**src/rtl/serial_adder_ctrl.sv**
```systemverilog
// Bit-serial unsigned adder: one half-adder pair plus a carry register,
// LSB first, one bit per cycle, with registered sum/carry-out and a DONE pulse.
module serial_adder_ctrl #(
  parameter int unsigned WIDTH = 8
) (
  input  logic             clk,
  input  logic             rst_n,
  input  logic             start,
  input  logic [WIDTH-1:0] a,
  input  logic [WIDTH-1:0] b,
  output logic             busy,
  output logic             done,
  output logic [WIDTH-1:0] s,
  output logic             cout
);

  localparam int unsigned CNT_W = $clog2(WIDTH + 1);

  typedef enum logic [1:0] {
    IDLE = 2'd0,
    RUN  = 2'd1,
    FIN  = 2'd2
  } state_t;

  state_t             state, state_d;
  logic [WIDTH-1:0]   a_sh, a_sh_d;
  logic [WIDTH-1:0]   b_sh, b_sh_d;
  logic [WIDTH-1:0]   res, res_d;
  logic               carry, carry_d;
  logic [CNT_W-1:0]   cnt, cnt_d;
  logic               busy_d, done_d, cout_d;
  logic [WIDTH-1:0]   s_d;

  // Shared half-adder pair working on the current LSBs and the carry register
  logic ha0_sum, ha0_carry, ha1_carry, sum_bit, carry_bit;
  assign ha0_sum   = a_sh[0] ^ b_sh[0];
  assign ha0_carry = a_sh[0] & b_sh[0];
  assign sum_bit   = ha0_sum ^ carry;
  assign ha1_carry = ha0_sum & carry;
  assign carry_bit = ha0_carry | ha1_carry;

  always_ff @(posedge clk or negedge rst_n) begin
    if (!rst_n) begin
      state <= IDLE;
      a_sh  <= '0;
      b_sh  <= '0;
      res   <= '0;
      carry <= 1'b0;
      cnt   <= '0;
      busy  <= 1'b0;
      done  <= 1'b0;
      s     <= '0;
      cout  <= 1'b0;
    end else begin
      state <= state_d;
      a_sh  <= a_sh_d;
      b_sh  <= b_sh_d;
      res   <= res_d;
      carry <= carry_d;
      cnt   <= cnt_d;
      busy  <= busy_d;
      done  <= done_d;
      s     <= s_d;
      cout  <= cout_d;
    end
  end

  always_comb begin
    state_d = state;
    a_sh_d  = a_sh;
    b_sh_d  = b_sh;
    res_d   = res;
    carry_d = carry;
    cnt_d   = cnt;
    busy_d  = busy;
    done_d  = 1'b0;
    s_d     = s;
    cout_d  = cout;

    unique case (state)
      // The FIN cycle doubles as the first idle slot, so a held start gives
      // one operation every WIDTH+1 cycles.
      IDLE, FIN: begin
        state_d = IDLE;
        busy_d  = 1'b0;
        if (start) begin
          a_sh_d  = a;
          b_sh_d  = b;
          res_d   = '0;
          carry_d = 1'b0;
          cnt_d   = '0;
          busy_d  = 1'b1;
          state_d = RUN;
        end
      end
      RUN: begin
        a_sh_d  = a_sh >> 1;
        b_sh_d  = b_sh >> 1;
        res_d   = {sum_bit, res[WIDTH-1:1]};
        carry_d = carry_bit;
        cnt_d   = cnt + CNT_W'(1);
        if (cnt == CNT_W'(WIDTH - 1)) begin
          s_d     = {sum_bit, res[WIDTH-1:1]};
          cout_d  = carry_bit;
          busy_d  = 1'b0;
          done_d  = 1'b1;
          state_d = FIN;
        end
      end
      default: state_d = IDLE;
    endcase
  end

endmodule

```
**config.mk**
```make
export PLATFORM = sky130hd
export DESIGN_NAME = serial_adder_ctrl
export DESIGN_NICKNAME = d
export VERILOG_FILES = /design/src/rtl/serial_adder_ctrl.sv
export SDC_FILE = /design/constraint.sdc
export NUM_CORES = 1
export LEC_CHECK = 0
export ABC_AREA = 1
export ABC_CLOCK_PERIOD_IN_PS = 3240
export CAP_MARGIN = 0
export CORE_ASPECT_RATIO = 2
export CORE_MARGIN = 2
export CORE_UTILIZATION = 49
export CTS_CLUSTER_SIZE = 16
export DETAILED_ROUTE_END_ITERATION = 16
export PLACE_DENSITY = 0.74
export SLEW_MARGIN = 20
export SYNTH_ARGS = -nofsm -noshare
export SYNTH_HDL_FRONTEND = slang
export SYNTH_SLANG_ARGS = --single-unit
```
**constraint.sdc**
```tcl
create_clock -name clk -period 3.24 [get_ports clk]
set_input_delay 0.648 -clock clk [delete_from_list [all_inputs] [get_ports clk]]
set_output_delay 0.648 -clock clk [all_outputs]
set_load 0.01 [all_outputs]
```
# --- Word level (Yosys, flattened, before mapping) ---
# Index checks and enable logic that the tools add are counted.
totals:
  word_cells: 45
  regBits: 42
  inputBits: 19
  out_inout_bits: 11
op_classes:
  n_eq_ne: 5
  n_bitwise: 5
  muxes: 18
  reduce_logical: 6
  addsub: 1
ops:
  columns: ["operator", "n"]
  rows:
  - ["$pmux 8 s2", 3]
  - ["$mux 8", 3]
  - ["$pmux 4 s2", 1]
  - ["$mux 1", 6]
  - ["$reduce_and 2->1", 3]
  - ["$add 4x1->4 const B", 1]
  - ["$eq 4x3->1 const B", 1]
  - ["$mux 4", 1]
  - ["$ne 2x2->1 const B", 2]
  - ["$pmux 1 s2", 2]
  - ["$pmux 2 s2", 1]
  - ["$and 1x1->1", 2]
  - ["$eq 2x1->1 const B", 1]
  - ["$eq 2x2->1 const B", 1]
  - ["$logic_not 2->1", 1]
  - ["$mux 2", 1]
  - ["$reduce_bool 2->1", 1]
  - ["$reduce_or 2->1", 1]
  - ["$xor 1x1->1", 2]
  - ["$or 1x1->1", 1]

# --- Longest topological paths before layout ---
# Gate-level depths: netlist (run 1).
logic_depth:
  ltp_word: 4
  depth_mapped: 7
  ltp_nobuf: 6

# --- Worst setup path before layout (run 1) ---
# Ideal clock, no wire load.
synth_path:
  path_type: "input-to-reg"
  startpoint: "input start"
  endpoint: "register a_sh[2]"
  t_required_ps: 3175
  slack_ps: 1888
  stages: 7
  n_path_buf: 1
  arrival_time_ps: 1287
  setup_ps: 65
  path_cell_list: "inv_1 > nor2_1 > buf_4 > nand2_1 > nand2_1 > inv_1 > nand2_1"
synth_via:
  elab_chain_cells: 2
synth_lines:
  columns: ["item", "line_no", "text"]
  rows:
  - ["from (decl)", "8", "input logic start,"]
  - ["$ne 2x2->1 (no line)", null, null]
  - ["$reduce_and 2->1 (no line)", null, null]
  - ["to (signal assigned)", "56", "a_sh <= a_sh_d;"]
  - ["to (decl)", "26", "logic [WIDTH-1:0] a_sh, a_sh_d;"]
# Every way passes these cells.
# A chain may end at the register's enable or synchronous reset.

# --- Worst setup path in the final report (run 1) ---
layout_path:
  startpoint: "register cout"
  endpoint: "output cout"
layout_rtl:
  columns: ["item", "line_no", "text"]
  rows:
  - ["from (decl)", "14", "output logic cout"]
  - ["from (signal assigned)", "64", "cout <= cout_d;"]
# No word-level cell between the ends.

==> results of run 1 <==
==> sequential cells by signal, summed over array words and instances, names as in the netlist <==
name   flops
cout       1
a_sh       8
s          8
res        7
carry      1
b_sh       8
state      2
cnt        4
done       1
busy       1
==> synthesized netlist by cell type (all sizes together) <==
| master | instances | area, µm² |
|---|---|---|
| a21oi | 1 | 5.00 |
| nand4 | 1 | 6.26 |
| nand2 | 122 | 463 |
| inv | 26 | 97.6 |
| o21ai | 2 | 10.0 |
| ha | 1 | 12.5 |
| o22ai | 6 | 37.5 |
| dfrtp | 41 | 1030 |
| or2 | 1 | 6.26 |
| fa | 1 | 20.0 |
| buf | 5 | 32.5 |
| nand3 | 4 | 20.0 |
| nor2 | 6 | 25.0 |
| o21bai | 1 | 7.51 |
==> worst max path at each step <==
stage,startpoint,to,slack (ns)
finish,cout,cout,1.40
global placement,start,b_sh[3],1.18
detailed placement,start,b_sh[1],1.15
floorplan,start,a_sh[2],1.89
CTS,cout,cout,1.38
global route,start,a_sh[0],1.28
==> metal layers <==
layer	global-route usage (%)	up-vias
met4	9.35	0
met2	32.4	24
met1	20.9	618
li1	-	718
met5	0	-
met3	4.85	6
==> layout make-up <==
class                      count  area [µm²]  area share [%]
clock inverter                 2        37.5            1.69
multi-input combinational    146         613            27.7
timing repair buffer          31         300            13.5
clock buffer                   6        82.6            3.72
sequential                    41        1030            46.3
tap                           48        60.1            2.71
inverter                      26        97.6            4.40
==> power by group through the flow <==
stage,Clock [mW],Combinational (mW),Sequential [mW]
after floorplan,0,0.523,0.885
after global placement,0,0.780,0.873
after detailed placement,0,0.801,0.882
after CTS,0.436,0.808,0.875
after global routing,0.466,0.921,0.901
final,0.425,0.789,0.873
==> stage by stage <==
| step | setup WS, ns | hold WS, ns | cell area (µm²) |
|---|---|---|---|
| 3_5_place_dp | 1.15 | 0.458 | 2100 |
| 3_3_place_gp | 1.18 | 0.450 | 2100 |
| 2_1_floorplan | 1.89 | 0.352 | 1770 |
| 4_1_cts | 1.38 | 0.477 | 2220 |
| 6_report | 1.40 | 0.470 | 2220 |
| 5_1_grt | 1.28 | 0.498 | 2220 |
==> cells by family (layout without fill, tap and decap cells) <==
kind of cell	Yosys count	in the layout
flip-flops	41	41
AO/OA/AOI/OAI	10	10
AND/OR/NAND/NOR	134	134
adder cells (fa/ha/maj)	2	2
buffers and inverters	31	65
==> metrics, run 1 <==
uppermost layer routed=met4; share of cells above drive strength 1=between 5 and 6%; pwr dens=roughly 940 mW/mm²; DIE WIDTH=46.5 µm; Reg clk slew, reported paths=about 0.080 ns; Clock Power Share=between 20% and 30%; crit share post-route=between 50% and 60%; Critical Path AT=roughly 1.2 ns; Compound-Gate Fraction of Synth Area=~3.4%; Final Util=about two thirds; VDD IR-drop max=~650 µV; Sw Ratio=a little over a third; Slew Viols, Final=0; f_max=0.542 GHz; standard-cell rows=30; fill cell count=~290; final wirelength=3.16 mm; maxcap violations=0; Critical Path Fanout Max=2; Stages on worst setup path=1; Placed Cells incl. Taps=292; synth-to-layout area growth=25.3%; XOR/XNOR Fraction of Synth Area=0%; Post-CTS Hold Buffers=0; commonest non-fill, non-tap cell in the layout=nand2_1; Synth Instances=218; H-tree levels=2; Met1 Wirelength=1.31 mm; Crit Path Class=reg -> out; DRC=0; Ant. Diodes=0; FF-to-FF setup slack=between 1.5 and 2 ns; Vias/cell=4.55; post-synthesis simple-gate area fraction=roughly 29%; initial antenna violation count=0; crit-path max cell delay=roughly 0.55 ns; post-route setup TNS=0 ns; slew margin rel.=40.5%; Internal=about 1.3 mW; syn_nets=around 240; Final Wtd Congestion=0.752; Post-Layout Cell Count=300; clk root buf=clkbuf_8; DIE AREA=a little over 0.004 mm²; Max Root-Sink Buffers=2; critical path buffer and inverter count=1; Finish-stage setup viols=0; I/O Buffers=29; Yosys warnings=0; CTS buffer count=5; reg-to-reg startpoint=state[0]; sequential share of the synthesized area=about 58%; CTS tree=built; Starting Density=around half; mux cell area share after synthesis=0%; 1st-pass router iterations=2; Leak=between 1 and 1.5 nW; Iter 0 DRT Violations=20; Comb pwr share=a little under two fifths; # IOs=30; wire length on met3=around 93 µm; Flop pwr share=about two fifths; DIE HEIGHT=approximately 89 µm; Psw=757 µW; final hold vios=0; vias in the first global route=around 1400; RSZ-0062 raised after global routing=no; status=finished clean; Crit path required time=2.59 ns; Syn Area/Cell=8.12 µm²; first-pass GRT wire length=5.68 mm; flops & latches, synth=41; Routed WL per cell=around 11 µm; minimum clock period after layout=about 1.8 ns; HPWL after DPL=~2.2 mm; Post-Synth Adder-Cell Area=about 1.8%; Skew-Pair Late Insertion Delay=roughly 0.3 ns; critical path launch point type=flop; ANT nets after route=0; post-cts resize count=0; Least-Margin Pin Slew=0.893 ns; global-route congestion overflow total=0; sequence of cells on the critical path=clkdlybuf4s50_1; largest family of logic cells by synthesized area=simple AND/OR/NAND/NOR gates; core area=about 0.0034 mm²; nets@finish=~270; Slowest-stage cell, CP=clkdlybuf4s50_1; largest net degree at the start of global routing=42; Synth Cell Area=0.00177 mm²; CTS Sinks=41; hold crit path type=in -> async; total chip power=between 2 and 2.5 mW; Synth cell types=17; via count=1366; cell family with the largest share of critical-path delay=buffers and inverters; routed length on met2=approximately 1.7 mm; most frequent cells in the layout=nand2_1 (120), dfrtp_1 (41), clkdlybuf4s50_1 (28), inv_1 (26); r2r endpoint=b_sh[1]; R2R depth=5; Total Routing Usage GR=around a fifth; crit end category=output pin; Worst Skew=roughly 0.010 ns; post-CTS setup buffer count=0
Note: power is estimated with default switching activity, not from simulation.
==> run 2, diff against run 1 <==
ABC_CLOCK_PERIOD_IN_PS = 1900   (was 3240)
clock period = 1.9 ns   (was 3.24 ns; I/O delays follow)
==> run 2 against run 1 <==
  * Clock-buffer cell count fell by 1
  * Clock skew fell by 0.0023 ns
  * Worst hold slack got worse by 0.35 ns
  * Combinational power rose by 72%
==> metrics, run 2 (synthesis results as in run 1) <==
HPWL after DPL=2.24 mm (+2.3%); DIE AREA=0.00414 mm² (unchanged); via count=1399 (+2.4%); CTS Sinks=41 (unchanged); first-pass GRT wire length=5.64 mm (-0.72%); Max Root-Sink Buffers=2 (unchanged); pre-CTS setup slack=0.168 ns (-0.981 ns); f_max=0.640 GHz; DIE WIDTH=46.5 µm (unchanged); largest net degree at the start of global routing=42 (unchanged); share of cells above drive strength 1=6.69% (+0.74 points); Reg clk slew, reported paths=0.09 ns (about the same); commonest non-fill, non-tap cell in the layout=nand2_1; Largest regs=a_sh x8, b_sh x8, s x8; synth-to-layout area growth=27.2%; Slew Viols, Final=0 (unchanged); Critical Path Fanout Max=2 (unchanged); sequence of cells on the critical path=clkdlybuf4s50_1; global-route congestion overflow total=0 (unchanged); VDD IR-drop max=968 µV (+48%); nets@finish=274 (+0.74%); 1st-pass router iterations=4 (+2); vias in the first global route=1368 (+0.15%); slew margin rel.=61.9% (+21 points); most frequent cells in the layout=nand2_1 (120), dfrtp_1 (41), clkdlybuf4s50_1 (28), inv_1 (26), o22ai_1 (6); post-CTS setup buffer count=0 (unchanged); RSZ-0062 raised after global routing=no; Final Wtd Congestion=0.732 (-2.6%); Total Routing Usage GR=19.2% (+0.17 points); Starting Density=51.8% (unchanged); status=finished clean; Vias/cell=4.63 (+1.7%); ANT nets after route=0 (unchanged); critical path launch point type=flop; initial antenna violation count=0 (unchanged); Slowest-stage cell, CP=clkdlybuf4s50_1; post-route setup TNS=0 ns (unchanged); H-tree levels=2 (unchanged); crit end category=output pin; cell family with the largest share of critical-path delay=buffers and inverters; core area=0.00342 mm² (unchanged); final wirelength=3.16 mm (+0.19%); critical path buffer and inverter count=1 (unchanged); Post-CTS Hold Buffers=0 (unchanged); DIE HEIGHT=89.0 µm (unchanged); DRC=0 (unchanged); CTS tree=built; Finish-stage setup viols=0 (unchanged); Leak=1.21 nW (+1.7%); crit share post-route=82.2%; total chip power=3.69 mW (+77%); Critical Path AT=1.18 ns (-0.02 ns); final hold vios=0 (unchanged); post-cts resize count=0 (unchanged); I/O Buffers=29 (unchanged); Worst Skew=0.00797 ns (-0.00234 ns); maxcap violations=0 (unchanged); # IOs=30 (unchanged); Skew-Pair Late Insertion Delay=0.29 ns (about the same); pwr dens=1640 mW/mm² (+74%); hold crit path type=in -> async; Iter 0 DRT Violations=24 (+20%); CTS buffer count=5 (unchanged); Crit Path Class=reg -> out; final worst slack=0.338 ns (-1.06 ns); Ant. Diodes=0 (unchanged); standard-cell rows=30 (unchanged); Routed WL per cell=10.5 µm (-0.47%); Least-Margin Pin Slew=0.571 ns (-0.322 ns); crit-path max cell delay=0.53 ns (-0.02 ns); Crit path required time=1.52 ns (-1.07 ns); minimum clock period after layout=~1.6 ns; clk root buf=clkbuf_8
==> run 2: cell count changes in the layout (fill, tap and decap cells not counted) <==
cell	delta
inv_6	+1
buf_4	+2
clkinvlp_4	-1
bufinv_16	+1
clkbuf_8	-1
==> run 2: final timing paths <==
kind | end | start | slack [ns] | depth (start not counted)
setup / recovery | s[1] | s[1] | 0.34 | 1
hold / removal | state[0] | rst_n | 0.12 | 2
setup reg to reg | cnt[1] | state[0] | 0.50 | 5
hold reg to reg | s[4] | res[5] | 0.47 | 2
max in group asynchronous | s[5] | rst_n | 1.41 | 2
min in group clk | s[4] | res[5] | 0.47 | 2
==> run 2: final cells by class <==
| class | count | area [µm²] |
|---|---|---|
| flip-flops and latches | 41 | 1030 |
| inverters | 26 | 97.6 |
| multi-input cells | 146 | 613 |
| clock buffers | 5 | 68.8 |
| repair buffers | 33 | 315 |
| fillers | 300 | 1170 |
| well taps | 48 | 60.1 |
| clock inverters | 3 | 68.8 |
==> run 2: where the power goes <==
group / switching, mW / internal (mW)
sequential: 0.230 / 1.26
combinational: 0.758 / 0.600
clock: 0.318 / 0.529
total: 1.31 / 2.38
==> run 2: through the flow <==
stage               hold slack (ns)  util, %  cells  instance area (µm²)
floorplan                    0.0844        -    218                 1770
global placement              0.449     61.8    294                 2110
detailed placement            0.455     61.8    294                 2110
CTS                           0.149     65.9    302                 2250
global route                  0.177     65.9    302                 2250
finish                        0.122     65.9    302                 2250
==> run 2: layer usage <==
metal	vias to the layer above	GRT usage, %	share of wire [%]
met5	-	0	0
met4	0	9.35	2.4
met3	4	4.24	2.8
met2	23	34.6	53
met1	652	19.6	42
li1	720	-	-
==> run 3, diff against run 2 <==
ABC_CLOCK_PERIOD_IN_PS = 1600   (was 1900)
clock period = 1.6 ns   (was 1.9 ns; I/O delays follow)
==> run 3 against run 2 <==
  * Clock power shrank 25%
  * Flip-flop and latch count is the same
  * Sequential share of layout area grew 0.51 points
==> metrics, run 3 (synthesis results as in run 1) <==
slew margin rel.=63.1% (+1.2 points); Reg clk slew, reported paths=0.07 ns (-0.02 ns); final hold vios=0 (unchanged); sequence of cells on the critical path=clkdlybuf4s50_1; commonest non-fill, non-tap cell in the layout=nand2_1; final wirelength=3.14 mm (-0.85%); Worst Skew=0.00424 ns (-0.00373 ns); Skew-Pair Late Insertion Delay=0.29 ns (about the same); Slowest-stage cell, CP=clkdlybuf4s50_1; clk root buf=clkbuf_8; # IOs=30 (unchanged); share of cells above drive strength 1=6.64% (-0.052 points); Critical Path Fanout Max=2 (unchanged); Crit path required time=1.28 ns (-0.24 ns); pwr dens=1810 mW/mm² (+10%); vias in the first global route=1388 (+1.5%); Starting Density=51.8% (unchanged); ANT nets after route=0 (unchanged); RSZ-0062 raised after global routing=no; status=finished clean; Least-Margin Pin Slew=0.553 ns (-0.0178 ns); Vias/cell=4.60 (-0.73%); standard-cell rows=30 (unchanged); DIE WIDTH=46.5 µm (unchanged); H-tree levels=2 (unchanged); CTS tree=built; cell family with the largest share of critical-path delay=buffers and inverters; footprint of the multi-input gates=613 µm² (unchanged); Total Routing Usage GR=18.7% (-0.52 points); Max Root-Sink Buffers=2 (unchanged); post-cts resize count=0 (unchanged); DRC=0 (unchanged); core area=0.00342 mm² (unchanged); DIE HEIGHT=89.0 µm (unchanged); VDD IR-drop max=836 µV (-14%); via count=1398 (-0.071%); first-pass GRT wire length=5.53 mm (-1.8%); DIE AREA=0.00414 mm² (unchanged); total chip power=4.03 mW (+9.1%); Slew Viols, Final=0 (unchanged); Worst Hold Slack=0.471 ns (+0.349 ns); Iter 0 DRT Violations=22 (-8.3%); Routed WL per cell=10.3 µm (-1.5%); crit-path max cell delay=0.54 ns (about the same); hold crit path type=reg -> reg; maxcap violations=0 (unchanged); register area=0.00103 mm² (unchanged); 1st-pass router iterations=4 (unchanged); Leak=1.20 nW (-0.86%); Largest regs=a_sh x8, b_sh x8, s x8; critical path launch point type=flop; minimum clock period after layout=around 1.5 ns; CTS Sinks=41 (unchanged); HPWL after DPL=2.33 mm (+4.4%); Final Wtd Congestion=0.754 (+3.1%); Finish-stage setup viols=0 (unchanged); Ant. Diodes=0 (unchanged); global-route congestion overflow total=0 (unchanged); CTS buffer count=5 (unchanged); largest net degree at the start of global routing=26 (-38%); synth-to-layout area growth=25.7%; crit end category=output pin; Critical Path AT=1.18 ns (about the same); Crit Path Class=reg -> out; crit share post-route=a little over nine tenths; nets@finish=276 (+0.73%); critical path buffer and inverter count=1 (unchanged); I/O Buffers=29 (unchanged); post-CTS setup buffer count=0 (unchanged); fill cell count=308 (+2.7%); f_max=between 0.6 and 0.7 GHz; Post-CTS Hold Buffers=1 (+1); most frequent cells in the layout=nand2_1 (120), dfrtp_1 (41), clkdlybuf4s50_1 (28), inv_1 (26), o22ai_1 (6); initial antenna violation count=0 (unchanged)
## run 3: changes by cell type in the layout (fill, tap and decap cells not counted)
cell           before  now
buf_12              0    1
bufinv_16           2    0
clkbuf_1            0    1
clkinv_2            0    2
dlygate4sd3_1       0    1
inv_6               1    0
## run 3: layout make-up
cell class                 count  share of cell area [%]
sequential                    41                    46.1
inverter                      26                    4.39
timing repair buffer          35                    15.5
multi-input combinational    146                    27.6
tap                           48                    2.70
clock buffer                   6                    3.26
clock inverter                 2                   0.450
## run 3: stage by stage
stage               area (µm²)  util, %  instances  setup slack (ns)  TNS [ns]
floorplan                 1770        -        218             0.479         0
global placement          2130     62.4        295           -0.0395    -0.256
detailed placement        2130     62.4        295           -0.0656    -0.817
CTS                       2220     65.1        304            0.0835         0
global route              2220     65.1        304            0.0475         0
finish                    2220     65.1        304             0.102         0
## run 3: per-layer routing
| layer | up-vias | wire (µm) | part of all wire [%] | track usage, % |
|---|---|---|---|---|
| met5 | - | 0 | 0 | 0 |
| met4 | 0 | 29 | 0.92 | 8.57 |
| met3 | 2 | 125 | 4.0 | 4.85 |
| met2 | 27 | 1720 | 55 | 32.6 |
| met1 | 647 | 1260 | 40 | 20.0 |
| li1 | 722 | - | - | - |
## run 3: power by group
group	leakage [nW]	internal [mW]	switching [mW]	total, mW
sequential	0.518	1.49	0.271	1.76
clock	0.0450	0.302	0.334	0.636
combinational	0.634	0.733	0.894	1.63
total	1.20	2.53	1.50	4.03
## run 3: worst paths after layout
path,startpoint,end,slack (ns),cells after the start
worst max-delay path,s[7],s[7],0.10,1
worst min-delay path,res[1],s[0],0.47,2
worst max register to register,state[0],b_sh[5],0.21,5
worst min register to register,res[1],s[0],0.47,2
max in group asynchronous,rst_n,b_sh[0],0.64,3
min in group asynchronous,rst_n,state[0],0.49,2
